--- config.mk ---
export PLATFORM = sky130hd
export DESIGN_NAME = twin_reg_arbiter_flat
export DESIGN_NICKNAME = d
export VERILOG_FILES = /design/src/rtl/twin_reg_arbiter_pkg.sv /design/src/rtl/twin_reg_arbiter_if.sv /design/src/rtl/twin_reg_arbiter_bank.sv /design/src/rtl/twin_reg_arbiter.sv /design/src/flat_wrapper.sv
export SDC_FILE = /design/constraint.sdc
export NUM_CORES = 1
export LEC_CHECK = 0
export ABC_AREA = 1
export CAP_MARGIN = 20
export CORE_MARGIN = 10
export CORE_UTILIZATION = 48
export CTS_BUF_LIST = sky130_fd_sc_hd__clkbuf_2 sky130_fd_sc_hd__clkbuf_4 sky130_fd_sc_hd__clkbuf_8
export DETAILED_ROUTE_END_ITERATION = 10
export PLACE_DENSITY = 0.82
export SLEW_MARGIN = 20
export SYNTH_ARGS = -nofsm -noshare
export SYNTH_HDL_FRONTEND = slang
export SYNTH_SLANG_ARGS = --single-unit
--- constraint.sdc ---
create_clock -name clk -period 2.1 [get_ports clk]
set_input_delay 0.315 -clock clk [delete_from_list [all_inputs] [get_ports clk]]
set_output_delay 0.315 -clock clk [all_outputs]
set_load 0.02 [all_outputs]
--- src/rtl/twin_reg_arbiter_pkg.sv ---
// Shared types and constants for the twin register arbiter slice.
package twin_reg_pkg;

  localparam int DEF_WIDTH = 8;

  typedef enum logic [1:0] {
    IDLE   = 2'd0,
    GRANT0 = 2'd1,
    GRANT1 = 2'd2
  } state_e;

  localparam logic REQ0   = 1'b0;
  localparam logic REQ1   = 1'b1;
  localparam logic SEL_Q1 = 1'b0;
  localparam logic SEL_Q2 = 1'b1;

  function automatic logic [1:0] grant_state(input logic id);
    return (id == REQ1) ? GRANT1 : GRANT0;
  endfunction

endpackage

--- src/rtl/twin_reg_arbiter_if.sv ---
// Two-requester bus into the arbiter: request side plus grant/read return path.
interface twin_reg_arbiter_if #(parameter int WIDTH = 8);

  logic             req0, lock0, we0, addr0;
  logic [WIDTH-1:0] wdata0;
  logic             req1, lock1, we1, addr1;
  logic [WIDTH-1:0] wdata1;
  logic             gnt0, gnt1;
  logic [WIDTH-1:0] rdata;
  logic             rvalid;
  logic             rid;

  modport master (
    output req0, lock0, we0, addr0, wdata0,
    output req1, lock1, we1, addr1, wdata1,
    input  gnt0, gnt1, rdata, rvalid, rid
  );

  modport slave (
    input  req0, lock0, we0, addr0, wdata0,
    input  req1, lock1, we1, addr1, wdata1,
    output gnt0, gnt1, rdata, rvalid, rid
  );

endinterface

--- src/rtl/twin_reg_arbiter_bank.sv ---
// The q1/q2 register pair: independent load enables, shared data input.
module twin_reg_bank
  import twin_reg_pkg::*;
#(
  parameter int WIDTH = DEF_WIDTH
) (
  input  logic             clk,
  input  logic             rst,
  input  logic             ld1,
  input  logic             ld2,
  input  logic [WIDTH-1:0] d,
  output logic [WIDTH-1:0] q1,
  output logic [WIDTH-1:0] q2
);

  always_ff @(posedge clk or posedge rst) begin
    if (rst) begin
      q1 <= '0;
      q2 <= '0;
    end else begin
      if (ld1) q1 <= d;
      if (ld2) q2 <= d;
    end
  end

endmodule

--- src/rtl/twin_reg_arbiter.sv ---
// Round-robin arbiter with bounded lock in front of the twin register bank.
module twin_reg_arbiter
  import twin_reg_pkg::*;
#(
  parameter int WIDTH    = DEF_WIDTH,
  parameter int MAX_LOCK = 4
) (
  input  logic             clk,
  input  logic             rst,
  twin_reg_arbiter_if.slave bus,
  output logic [WIDTH-1:0] q1,
  output logic [WIDTH-1:0] q2
);

  localparam int CW = $clog2(MAX_LOCK + 1);
  localparam logic [1:0]    S_IDLE   = IDLE;
  localparam logic [1:0]    S_GRANT0 = GRANT0;
  localparam logic [1:0]    S_GRANT1 = GRANT1;
  localparam logic [CW-1:0] LOCK_LIM = CW'(MAX_LOCK - 1);

  logic [1:0]            state, state_nx;
  logic                  ptr, ptr_nx;
  logic [CW-1:0]         cnt, cnt_nx;
  logic [1:0]            req, lock, we, adr;
  logic [1:0][WIDTH-1:0] wd;
  logic                  granted, cur, oth, acc, rd;
  logic                  ld1, ld2;
  logic [WIDTH-1:0]      rmux;

  assign req = {bus.req1,   bus.req0};
  assign lock = {bus.lock1, bus.lock0};
  assign we  = {bus.we1,    bus.we0};
  assign adr = {bus.addr1,  bus.addr0};
  assign wd  = {bus.wdata1, bus.wdata0};

  assign granted = (state == S_GRANT0) || (state == S_GRANT1);
  assign cur     = (state == S_GRANT1) ? REQ1 : REQ0;
  assign oth     = ~cur;
  assign acc     = granted && req[cur];
  assign rd      = acc && !we[cur];
  assign ld1     = acc && we[cur] && (adr[cur] == SEL_Q1);
  assign ld2     = acc && we[cur] && (adr[cur] == SEL_Q2);
  assign rmux    = (adr[cur] == SEL_Q2) ? q2 : q1;

  assign bus.gnt0 = (state == S_GRANT0);
  assign bus.gnt1 = (state == S_GRANT1);

  // Leaving a grant: lock extension first, then hand-over, re-grant, idle.
  always_comb begin
    state_nx = state;
    ptr_nx   = ptr;
    cnt_nx   = cnt;
    case (state)
      S_IDLE: begin
        if (req[0] && req[1]) state_nx = grant_state(ptr);
        else if (req[0])      state_nx = S_GRANT0;
        else if (req[1])      state_nx = S_GRANT1;
      end
      S_GRANT0, S_GRANT1: begin
        if (req[cur] && lock[cur] && (cnt < LOCK_LIM)) begin
          cnt_nx = cnt + 1'b1;
        end else begin
          cnt_nx = '0;
          ptr_nx = oth;
          if (req[oth])      state_nx = grant_state(oth);
          else if (req[cur]) state_nx = grant_state(cur);
          else               state_nx = S_IDLE;
        end
      end
      default: begin
        state_nx = S_IDLE;
        cnt_nx   = '0;
      end
    endcase
  end

  always_ff @(posedge clk or posedge rst) begin
    if (rst) begin
      state <= S_IDLE;
      ptr   <= REQ0;
      cnt   <= '0;
    end else begin
      state <= state_nx;
      ptr   <= ptr_nx;
      cnt   <= cnt_nx;
    end
  end

  // rdata holds its last value; only rvalid marks a fresh read.
  always_ff @(posedge clk or posedge rst) begin
    if (rst) begin
      bus.rdata  <= '0;
      bus.rvalid <= 1'b0;
      bus.rid    <= REQ0;
    end else begin
      bus.rvalid <= rd;
      if (rd) begin
        bus.rdata <= rmux;
        bus.rid   <= cur;
      end
    end
  end

  twin_reg_bank #(.WIDTH(WIDTH)) u_bank (
    .clk (clk),
    .rst (rst),
    .ld1 (ld1),
    .ld2 (ld2),
    .d   (wd[cur]),
    .q1  (q1),
    .q2  (q2)
  );

endmodule

--- src/flat_wrapper.sv ---
// flat-port wrapper written by rule: the top's interface ports become plain ports
module twin_reg_arbiter_flat import twin_reg_pkg::*;
#(
  parameter int WIDTH    = DEF_WIDTH,
  parameter int MAX_LOCK = 4
)
  (clk, rst, q1, q2, bus_req0, bus_lock0, bus_we0, bus_addr0, bus_wdata0, bus_req1, bus_lock1, bus_we1, bus_addr1, bus_wdata1, bus_gnt0, bus_gnt1, bus_rdata, bus_rvalid, bus_rid);
  twin_reg_arbiter_if #(.WIDTH(WIDTH)) bus_i ();
  input  logic clk;
  input  logic rst;
  output logic [WIDTH-1:0] q1;
  output logic [WIDTH-1:0] q2;
  input wire logic [$bits(bus_i.req0)-1:0] bus_req0;
  input wire logic [$bits(bus_i.lock0)-1:0] bus_lock0;
  input wire logic [$bits(bus_i.we0)-1:0] bus_we0;
  input wire logic [$bits(bus_i.addr0)-1:0] bus_addr0;
  input wire logic [$bits(bus_i.wdata0)-1:0] bus_wdata0;
  input wire logic [$bits(bus_i.req1)-1:0] bus_req1;
  input wire logic [$bits(bus_i.lock1)-1:0] bus_lock1;
  input wire logic [$bits(bus_i.we1)-1:0] bus_we1;
  input wire logic [$bits(bus_i.addr1)-1:0] bus_addr1;
  input wire logic [$bits(bus_i.wdata1)-1:0] bus_wdata1;
  output wire logic [$bits(bus_i.gnt0)-1:0] bus_gnt0;
  output wire logic [$bits(bus_i.gnt1)-1:0] bus_gnt1;
  output wire logic [$bits(bus_i.rdata)-1:0] bus_rdata;
  output wire logic [$bits(bus_i.rvalid)-1:0] bus_rvalid;
  output wire logic [$bits(bus_i.rid)-1:0] bus_rid;
  assign bus_i.req0 = bus_req0;
  assign bus_i.lock0 = bus_lock0;
  assign bus_i.we0 = bus_we0;
  assign bus_i.addr0 = bus_addr0;
  assign bus_i.wdata0 = bus_wdata0;
  assign bus_i.req1 = bus_req1;
  assign bus_i.lock1 = bus_lock1;
  assign bus_i.we1 = bus_we1;
  assign bus_i.addr1 = bus_addr1;
  assign bus_i.wdata1 = bus_wdata1;
  assign bus_gnt0 = bus_i.gnt0;
  assign bus_gnt1 = bus_i.gnt1;
  assign bus_rdata = bus_i.rdata;
  assign bus_rvalid = bus_i.rvalid;
  assign bus_rid = bus_i.rid;
  twin_reg_arbiter #(.WIDTH(WIDTH), .MAX_LOCK(MAX_LOCK)) u_core (.clk(clk), .rst(rst), .bus(bus_i), .q1(q1), .q2(q2));
endmodule
==> impl_metrics.json, run 1 <==
{
  "path_clk_slew_ns": 0.09,
  "cts_root_buf": "clkbuf_4",
  "post_synth_num_cell_types": 24,
  "reg2reg_depth": 8,
  "setup_tns_ns": 0,
  "p_per_area_nw_per_um2": 1490,
  "drt_wl_total_um": 3900,
  "vias_per_cell": 4.86,
  "fmax_mhz": 527,
  "power.leakage_nw": 1.10,
  "worst_ep_required_time_ns": 1.78,
  "start_util": 0.512,
  "die_w_um": 80.3,
  "yosysWarnings": 0,
  "cts_max_level": 2,
  "drt_iter0_drc": 83,
  "clock_sinks": 32,
  "synth.avg_cell_area_um2": 9.01,
  "worstPathArrival_ns": 1.58,
  "slew_violations": 0,
  "die_h_um": 80.3,
  "netlist_area_um2": 1750,
  "timing.final.crit_period_ns": 1.90,
  "placed_area_um2": 2310,
  "outcome": "finished, final reports clean",
  "clk_latency_ns": 0.32,
  "num_rows": 21,
  "synth-edff-count": 0,
  "design_area_um2": 2360,
  "syn_to_final_growth_pct": 34.8,
  "r2r-start": "u_core.state[0]",
  "clockBufferDepth": 2,
  "critical_path_class": "reg -> out",
  "synthArstFlopShare": 1.00,
  "critPathSlowestCell": "clkdlybuf4s50_1",
  "grt_antenna_before_repair": 0,
  "vias": 1443,
  "synth_ff_type": "dfrtp_1",
  "rsz0062_at_grt": "no",
  "slew-limit-headroom": 0.741,
  "finish.net_count": 283,
  "grt_pass1_vias": 1418,
  "core_um2": 3420,
  "cap_violations": 0,
  "grt-ovfl-total": 0,
  "setup_ws_ns": 0.204,
  "rr_endpoint": "u_core.u_bank.q1[4]",
  "drc": 0,
  "hold_viol": 0,
  "drt_first_pass_iters": 4,
  "pin_count": 54,
  "ys_seq_elements": 32,
  "wl_per_cell_um": 13.1,
  "setup_viol": 0,
  "end_kind": "primary output",
  "finalNonFillerCells": 297,
  "cts-hold-fix-buffers": 0,
  "postRouteAntennaNets": 0,
  "grt.total_usage": 0.126,
  "synth_top_cell_by_area": "dfrtp_1",
  "tritoncts.num_buffers": 5,
  "finalCritPeriodShare": 0.903,
  "grt_max_degree": 33,
  "hpwl_um": 3150,
  "pre_cts_slack_ns": 0.273,
  "synth_cells": 194,
  "grt_pass1_wl_um": 6540,
  "hp-class": "in -> async",
  "synthTopCellsByArea": "dfrtp_1 46%, nand2_1 11%, o21ai_2 8.0%",
  "yosysSeqAreaShare": 0.458,
  "dp_cells": 290,
  "yosys.area.top_type_share": 0.458,
  "syn-num-nets": 226,
  "irDropWorstVdd_mv": 0.783,
  "fill_cells": 273,
  "clock_skew_ns": 0.0120,
  "rrSetupSlack_ns": 0.31,
  "port_buffers": 53,
  "worst_pin_slew_ns": 0.388,
  "num_antenna_cells": 0,
  "tritoncts": "built",
  "path_cells": "inv_1, ha_1, clkdlybuf4s50_1",
  "dieArea_um2": 6460,
  "gp_congestion": 0.789,
  "cp_max_fo": 5,
  "slowest_delay_ns": 0.60,
  "drive_gt1_frac": 0.147,
  "worstSetupStartpointType": "flip-flop"
}
[cells in the mapped netlist (2+ instances only)]
cell and number:
buf_6 3, nand2_1 51, inv_1 17, dfrtp_1 32
ha_1 6, nand3_1 8, buf_2 2, nand2_2 2
nand2_4 2, nand3_4 2, nor2_1 13, o21ai_0 10
o21bai_1 2, mux2i_1 8, a21oi_1 12, o21ai_2 16
[worst max-delay path: cells and delay by family, from the launching register on]
| kind | cells | cell delay, ns |
|---|---|---|
| buffers and inverters | 2 | 0.70 |
| flip-flops | 1 | 0.43 |
| adder cells (fa/ha/maj) | 1 | 0.14 |
[layer usage]
metal,GRT usage,share of wire
met5,0,0
met2,0.197,0.47
met1,0.155,0.43
met3,0.0434,0.089
met4,0.0528,0.014
[metrics by stage]
step | hold WS (ns) | utilization | total power, mW
4_1_cts | 0.380 | 0.690 | 3.55
3_5_place_dp | 0.485 | 0.675 | 3.23
2_1_floorplan | 0.431 | - | 2.48
3_3_place_gp | 0.471 | 0.675 | 3.19
6_report | 0.363 | 0.690 | 3.52
5_1_grt | 0.423 | 0.690 | 3.83
[report_power, final]
group	internal [mW]	switching, mW
Combinational	0.906	1.21
Sequential	0.887	0.186
Clock	0.136	0.191
Total	1.93	1.59
[state kept, by name, summed over array words and instances, names as in the netlist]
signal / flops
u_core.bus.rdata: 8
u_core.u_bank.q1: 8
u_core.u_bank.q2: 8
u_core.cnt: 3
u_core.state: 2
u_core.bus.rid: 1
u_core.bus.rvalid: 1
u_core.ptr: 1
[kinds of logic (layout without fill, tap and decap cells)]
group / after synthesis / in the layout / synth area share
buffers and inverters: 26 / 83 / 0.0766
adder cells (fa/ha/maj): 6 / 6 / 0.0429
multiplexers: 8 / 8 / 0.0458
flip-flops: 32 / 32 / 0.458
AND/OR/NAND/NOR: 82 / 82 / 0.225
AO/OA/AOI/OAI: 40 / 40 / 0.152
[final cells by class]
type	instances	area (µm²)	share of cell area
clock inverters	1	5.00	0.00212
inverters	20	82.6	0.0351
repair buffers	56	552	0.234
flip-flops and latches	32	801	0.340
well taps	46	57.6	0.0244
multi-input cells	136	813	0.345
clock buffers	6	45.0	0.0191
[what timing repair did]
action                                  in CTS  in global routing
resized for setup                            1                  0
endpoints found under the setup margin       1                  0
buffers inserted                             0                  0
[worst max-delay path by stage]
| stage | start | to | slack (ns) | cells after the start |
|---|---|---|---|---|
| floorplan | u_core.state[0] | u_core.u_bank.q1[2] | 0.36 | 10 |
| global placement | bus_req0 | u_core.u_bank.q2[3] | 0.30 | 8 |
| detailed placement | bus_req0 | u_core.u_bank.q2[6] | 0.27 | 8 |
| CTS | u_core.state[1] | bus_gnt0 | 0.19 | 3 |
| global route | u_core.state[1] | bus_gnt0 | 0.12 | 3 |
| finish | u_core.state[1] | bus_gnt0 | 0.20 | 3 |
[cells in the final DEF, fill, tap and decap left out, drive strengths merged]
master | synthesis | final
nand2 | 55 | 55
clkdlybuf4s50 | 0 | 52
dfrtp | 32 | 32
o21ai | 26 | 26
inv | 19 | 19
nor2 | 14 | 14
a21oi | 12 | 12
nand3 | 10 | 10
mux2i | 8 | 8
ha | 6 | 6
clkbuf | 0 | 6
buf | 6 | 3
o21bai | 2 | 2
clkinv | 1 | 2
nand3b | 1 | 1
nand4 | 1 | 1
nor3 | 1 | 1
dlygate4sd2 | 0 | 1
Note: power is estimated with default switching activity, not from simulation.
==> run 2, diff against run 1 <==
Settings changed: CELL_PAD_IN_SITES_DETAIL_PLACEMENT set to 0, CELL_PAD_IN_SITES_GLOBAL_PLACEMENT set to 1, CORE_UTILIZATION 48 to 35, PLACE_DENSITY 0.82 to not set, PLACE_DENSITY_LB_ADDON set to 0.1.
==> impl_metrics.json, run 2 (synthesized netlist as in run 1, its figures left out) <==
{
  "r2r-start": "u_core.state[0]",
  "worst_ep_required_time_ns": 1.78,
  "grt_antenna_before_repair": 0,
  "port_buffers": 53,
  "fill_cells": 465,
  "clock_sinks": 32,
  "rrSetupSlack_ns": 0.33,
  "rr_endpoint": "u_core.u_bank.q1[7]",
  "setup_tns_ns": 0,
  "final_common_cell": "clkdlybuf4s50_1",
  "cts-hold-fix-buffers": 0,
  "critical_path_class": "reg -> out",
  "outcome": "finished, final reports clean",
  "p_per_area_nw_per_um2": 1550,
  "gp_congestion": 0.753,
  "design_area_um2": 2440,
  "grt-ovfl-total": 0,
  "clockBufferDepth": 2,
  "syn_to_final_growth_pct": 39.7,
  "drive_gt1_frac": 0.151,
  "drt_first_pass_iters": 4,
  "hpwl_um": 3290,
  "cts_max_level": 2,
  "cap_violations": 0,
  "fmax_mhz": 543,
  "cts_root_buf": "clkbuf_8",
  "clk_latency_ns": 0.28,
  "cp_max_fo": 5,
  "vias_per_cell": 4.36,
  "slew-limit-headroom": 0.733,
  "finalNonFillerCells": 318,
  "vias": 1387,
  "rsz0062_at_grt": "no",
  "reg_top3": "u_core.bus.rdata (8), u_core.u_bank.q1 (8), u_core.u_bank.q2 (8)",
  "wl_per_cell_um": 13.2,
  "worstSetupStartpointType": "flip-flop",
  "hold_viol": 0,
  "setup_viol": 0,
  "clock_skew_ns": 0.00782,
  "core_um2": 4790,
  "worst_pin_slew_ns": 0.400,
  "drt_wl_total_um": 4210,
  "finish.net_count": 282,
  "postRouteAntennaNets": 0,
  "worstPathArrival_ns": 1.53,
  "die_w_um": 90.7,
  "tritoncts.num_buffers": 5,
  "dp_cells": 310,
  "start_util": 0.365,
  "placed_area_um2": 2330,
  "grt_pass1_wl_um": 7120,
  "num_antenna_cells": 0,
  "num_rows": 25,
  "drt_iter0_drc": 72,
  "grt_max_degree": 33,
  "drc": 0,
  "finalCritPeriodShare": 0.877,
  "timing.final.crit_period_ns": 1.84,
  "dieArea_um2": 8220,
  "pin_count": 54,
  "cts_setup_buffers": 0,
  "slew_violations": 0,
  "final_cell_mix": "52 x clkdlybuf4s50_1, 51 x nand2_1, 32 x dfrtp_1",
  "irDropWorstVdd_mv": 0.718,
  "tritoncts": "built",
  "die_h_um": 90.7,
  "grt.total_usage": 0.107,
  "hp-class": "in -> async",
  "grt_pass1_vias": 1395,
  "power.leakage_nw": 1.13,
  "path_clk_slew_ns": 0.07,
  "end_kind": "primary output",
  "reg2reg_depth": 8
}
-- run 2: layer usage --
layer  wire [µm]  up-vias  part of all wire  track usage
li1            -      740                 -            -
met2        1760       39              0.42        0.148
met3         290        4             0.069       0.0499
met5           0        -                 0            0
met4          32        0            0.0076       0.0318
met1        2120      604              0.50        0.142
-- run 2: worst max-delay path, stage by stage, from the launching register on --
cell and delay (ns):
dfrtp_1 0.42, inv_1 0.09, ha_1 0.13, clkdlybuf4s50_1 0.60
-- run 2: repair_timing --
action                                  in CTS  in global routing
endpoints found under the setup margin       1                  1
resized for setup                            1                  1
cloned                                       0                  0
-- run 2: cell type report --
type | count | area (µm²) | share of cell area
clock buffer | 5 | 68.8 | 0.0282
clock inverter | 3 | 42.5 | 0.0174
inverter | 20 | 82.6 | 0.0338
multi-input combinational | 136 | 816 | 0.334
sequential | 32 | 801 | 0.328
tap | 67 | 83.8 | 0.0343
timing repair buffer | 55 | 548 | 0.224
-- run 2: how the worst max path moves through the flow --
| stage | from | endpoint |
|---|---|---|
| global route | u_core.state[0] | u_core.u_bank.q1[7] |
| CTS | u_core.state[0] | bus_gnt1 |
| detailed placement | u_core.state[0] | u_core.u_bank.q1[5] |
| finish | u_core.state[1] | bus_gnt0 |
| global placement | u_core.state[0] | bus_gnt1 |
| floorplan | u_core.state[0] | u_core.u_bank.q1[2] |
-- run 2: where the power goes --
group / switching (mW) / total (mW) / internal [mW] / leakage (nW)
registers: 0.183 / 1.07 / 0.889 / 0.397
logic: 1.23 / 2.13 / 0.904 / 0.679
clock network: 0.229 / 0.580 / 0.351 / 0.0541
total: 1.64 / 3.79 / 2.14 / 1.13
-- run 2: through the flow --
step                 util  worst slack [ns]  total power, mW  hold slack [ns]
floorplan               -             0.356             2.48            0.431
global placement    0.486             0.250             3.24            0.464
detailed placement  0.486             0.230             3.25            0.476
CTS                 0.510            0.0216             3.86            0.430
global route        0.510             0.168             4.13            0.455
finish              0.510             0.258             3.79            0.415
==> run 3, diff against run 2 <==
Settings changed: ABC_AREA 1 to not set, CORE_UTILIZATION 35 to 36, REMOVE_ABC_BUFFERS set to 1.
==> impl_metrics.json, run 3 <==
{
  "path_buf_inv": 1,
  "dieArea_um2": 7760,
  "synth.avg_cell_area_um2": 11.6,
  "netlist_area_um2": 1670,
  "wl_per_cell_um": 16.7,
  "rr_endpoint": "u_core.bus.rdata[5]",
  "synth-edff-count": 0,
  "cts_max_level": 2,
  "drt_wl_total_um": 4470,
  "post_synth_num_cell_types": 32,
  "synth_cells": 144,
  "synth_ff_type": "dfrtp_1",
  "power_frac_clock": 0.142,
  "drt_first_pass_iters": 4,
  "crit_family": "multiplexers",
  "slew_violations": 0,
  "busiest_layer": "met2",
  "setup_viol": 0,
  "start_util": 0.378,
  "cap_violations": 0,
  "yosysSeqAreaShare": 0.480,
  "rrSetupSlack_ns": 0.14,
  "hp-class": "in -> async",
  "grt.total_usage": 0.123,
  "timing.final.crit_period_ns": 1.96,
  "num_antenna_cells": 0,
  "reg_top3": "u_core.bus.rdata (8), u_core.u_bank.q1 (8), u_core.u_bank.q2 (8)",
  "synthSimpleGateAreaFrac": 0.0780,
  "grt_pass1_vias": 1473,
  "worstPathArrival_ns": 2.13,
  "design_area_um2": 2450,
  "vias": 1336,
  "netSwitchingPower_mw": 1.39,
  "grt_pass1_wl_um": 7420,
  "final_util": 0.555,
  "rsz0062_at_grt": "no",
  "whs_ns": 0.410,
  "synth-compound-area-share": 0.119,
  "finalPower_mw": 3.62,
  "critPathSlowestCell": "mux2i_4",
  "fmax_mhz": 509,
  "slowest_delay_ns": 0.45,
  "yosysWarnings": 0,
  "path_clk_slew_ns": 0.07,
  "grtUsageMet2": 0.212,
  "worstSetupStartpointType": "flip-flop",
  "core_um2": 4410,
  "cp_max_fo": 10,
  "final_cell_mix": "52 x clkdlybuf4s50_1, 32 x dfrtp_1, 18 x nand2_1",
  "reg2reg_depth": 5,
  "cts-hold-fix-buffers": 0,
  "synthTopCellsByArea": "dfrtp_1 48%, mux2_4 8.1%, mux2_2 7.4%",
  "port_buffers": 53,
  "clockBufferDepth": 2,
  "critical_path_class": "reg -> reg",
  "pin_count": 54,
  "vias_per_cell": 5.00,
  "outcome": "finished, final reports clean",
  "power_frac_seq": 0.289,
  "switching_share": 0.383,
  "power.leakage_nw": 1.15,
  "cts_root_buf": "clkbuf_8",
  "grt-ovfl-total": 0,
  "ys_seq_elements": 32,
  "hpwl_um": 3480,
  "clk_latency_ns": 0.29,
  "synthArstFlopShare": 1.00,
  "groute.layer.met1.usage": 0.130,
  "die_h_um": 88.1,
  "drive_gt1_frac": 0.219,
  "drt_iter0_drc": 55,
  "grt_antenna_before_repair": 0,
  "num_rows": 24,
  "r2r-start": "u_core.state[0]",
  "worst_ep_required_time_ns": 2.27,
  "tritoncts.num_buffers": 5,
  "yosys.area.top_type_share": 0.480,
  "synth_top_cell_by_area": "dfrtp_1",
  "clock_skew_ns": 0.00507,
  "grt_max_degree": 33,
  "gp_congestion": 0.892,
  "clock_sinks": 32,
  "synth_mux_area_frac": 0.229,
  "syn_to_final_growth_pct": 46.9,
  "combPwrFrac": 0.569,
  "final_common_cell": "clkdlybuf4s50_1",
  "tritoncts": "built",
  "p_int_mw": 2.23,
  "end_kind": "flip-flop",
  "die_w_um": 88.1,
  "path_cells": "inv_1, ha_2, mux2i_4, mux2_2, mux2_4",
  "slew-limit-headroom": 0.677,
  "worst_pin_slew_ns": 0.483,
  "irDropWorstVdd_mv": 0.623,
  "drc": 0,
  "p_per_area_nw_per_um2": 1480,
  "synthTopCellsByCount": "32 x dfrtp_1, 18 x nand2_1, 17 x o21ai_0",
  "placed_area_um2": 2350,
  "synth_top_family_by_area": "multiplexers",
  "synth_adder_area_share": 0.0450,
  "finalCritPeriodShare": 0.935,
  "hold_viol": 0,
  "finish.net_count": 246,
  "postRouteAntennaNets": 0,
  "gr-usage-met3": 0.0566,
  "yosysMostFrequentCell": "dfrtp_1",
  "synth_xor_area_frac": 0
}
-- run 3: cell count changes in the layout (fill, tap and decap cells not counted), moves of 7 or more --
| cell | before | now |
|---|---|---|
| inv_1 | 17 | 10 |
| nor2_1 | 13 | 1 |
| mux2_4 | 0 | 9 |
| buf_4 | 2 | 15 |
| o21ai_2 | 16 | 0 |
| nand2_1 | 51 | 18 |
| nand3_1 | 8 | 0 |
| a21oi_1 | 12 | 2 |
| o21ai_0 | 10 | 17 |
| mux2_2 | 0 | 11 |
-- run 3: worst max-delay path by stage --
stage,startpoint,endpoint,slack [ns],cells after the start
6_report,u_core.state[0],u_core.bus.rdata[5],0.14,5
3_3_place_gp,u_core.state[0],u_core.bus.rdata[1],0.07,5
5_1_grt,u_core.state[0],u_core.bus.rdata[1],0.03,5
4_1_cts,u_core.state[0],u_core.bus.rdata[4],0.11,5
2_1_floorplan,u_core.state[0],u_core.bus.rdata[0],-0.35,5
3_5_place_dp,u_core.state[0],u_core.bus.rdata[4],0.006,5
-- run 3: logic make-up (layout without fill, tap and decap cells) --
logic type                 count (synthesis)  count (layout)
DFF                                       32              32
AOI/OAI and AO/OA                         32              32
and+or+nand+nor                           27              27
adders and majority gates                  6               6
muxes                                     31              31
buffers and inverters                     16              87
-- run 3: tightest hold or removal path: stages --
cell,delay [ns]
clkdlybuf4s50_1,0.39
inv_1,0.05
buf_4,0.36
-- run 3: cell type report --
class	instances	area, µm²
clock buffers	8	97.6
fillers	380	1960
inverters	10	37.5
multi-input cells	96	788
flip-flops and latches	32	801
well taps	52	65.1
repair buffers	69	662
-- run 3: power by group through the flow --
stage / Combinational (mW) / Sequential, mW / Clock (mW)
6_report: 2.06 / 1.05 / 0.513
5_1_grt: 2.23 / 1.08 / 0.560
4_1_cts: 2.09 / 1.05 / 0.531
3_5_place_dp: 2.10 / 1.05 / 0
3_3_place_gp: 2.04 / 1.04 / 0
2_1_floorplan: 0.928 / 1.28 / 0
-- run 3: per-stage QoR --
stage / TNS [ns] / cells / setup WS [ns]
after global placement: 0 / 259 / 0.0702
after floorplan: -7.41 / 138 / -0.346
after global routing: 0 / 267 / 0.0264
after detailed placement: 0 / 259 / 0.00643
final: 0 / 267 / 0.137
after CTS: 0 / 267 / 0.112
-- run 3: what timing repair did --
action	in CTS	in global routing
endpoints found under the hold margin	0	0
gates resized for setup	2	0
setup endpoints to repair	1	0
buffers inserted	0	0
-- run 3: per-layer routing --
layer | vias up | routed length, µm | part of all wire
met5 | - | 0 | 0
met3 | 6 | 350 | 0.078
met4 | 0 | 59 | 0.013
met1 | 653 | 1870 | 0.42
li1 | 641 | - | -
met2 | 36 | 2180 | 0.49
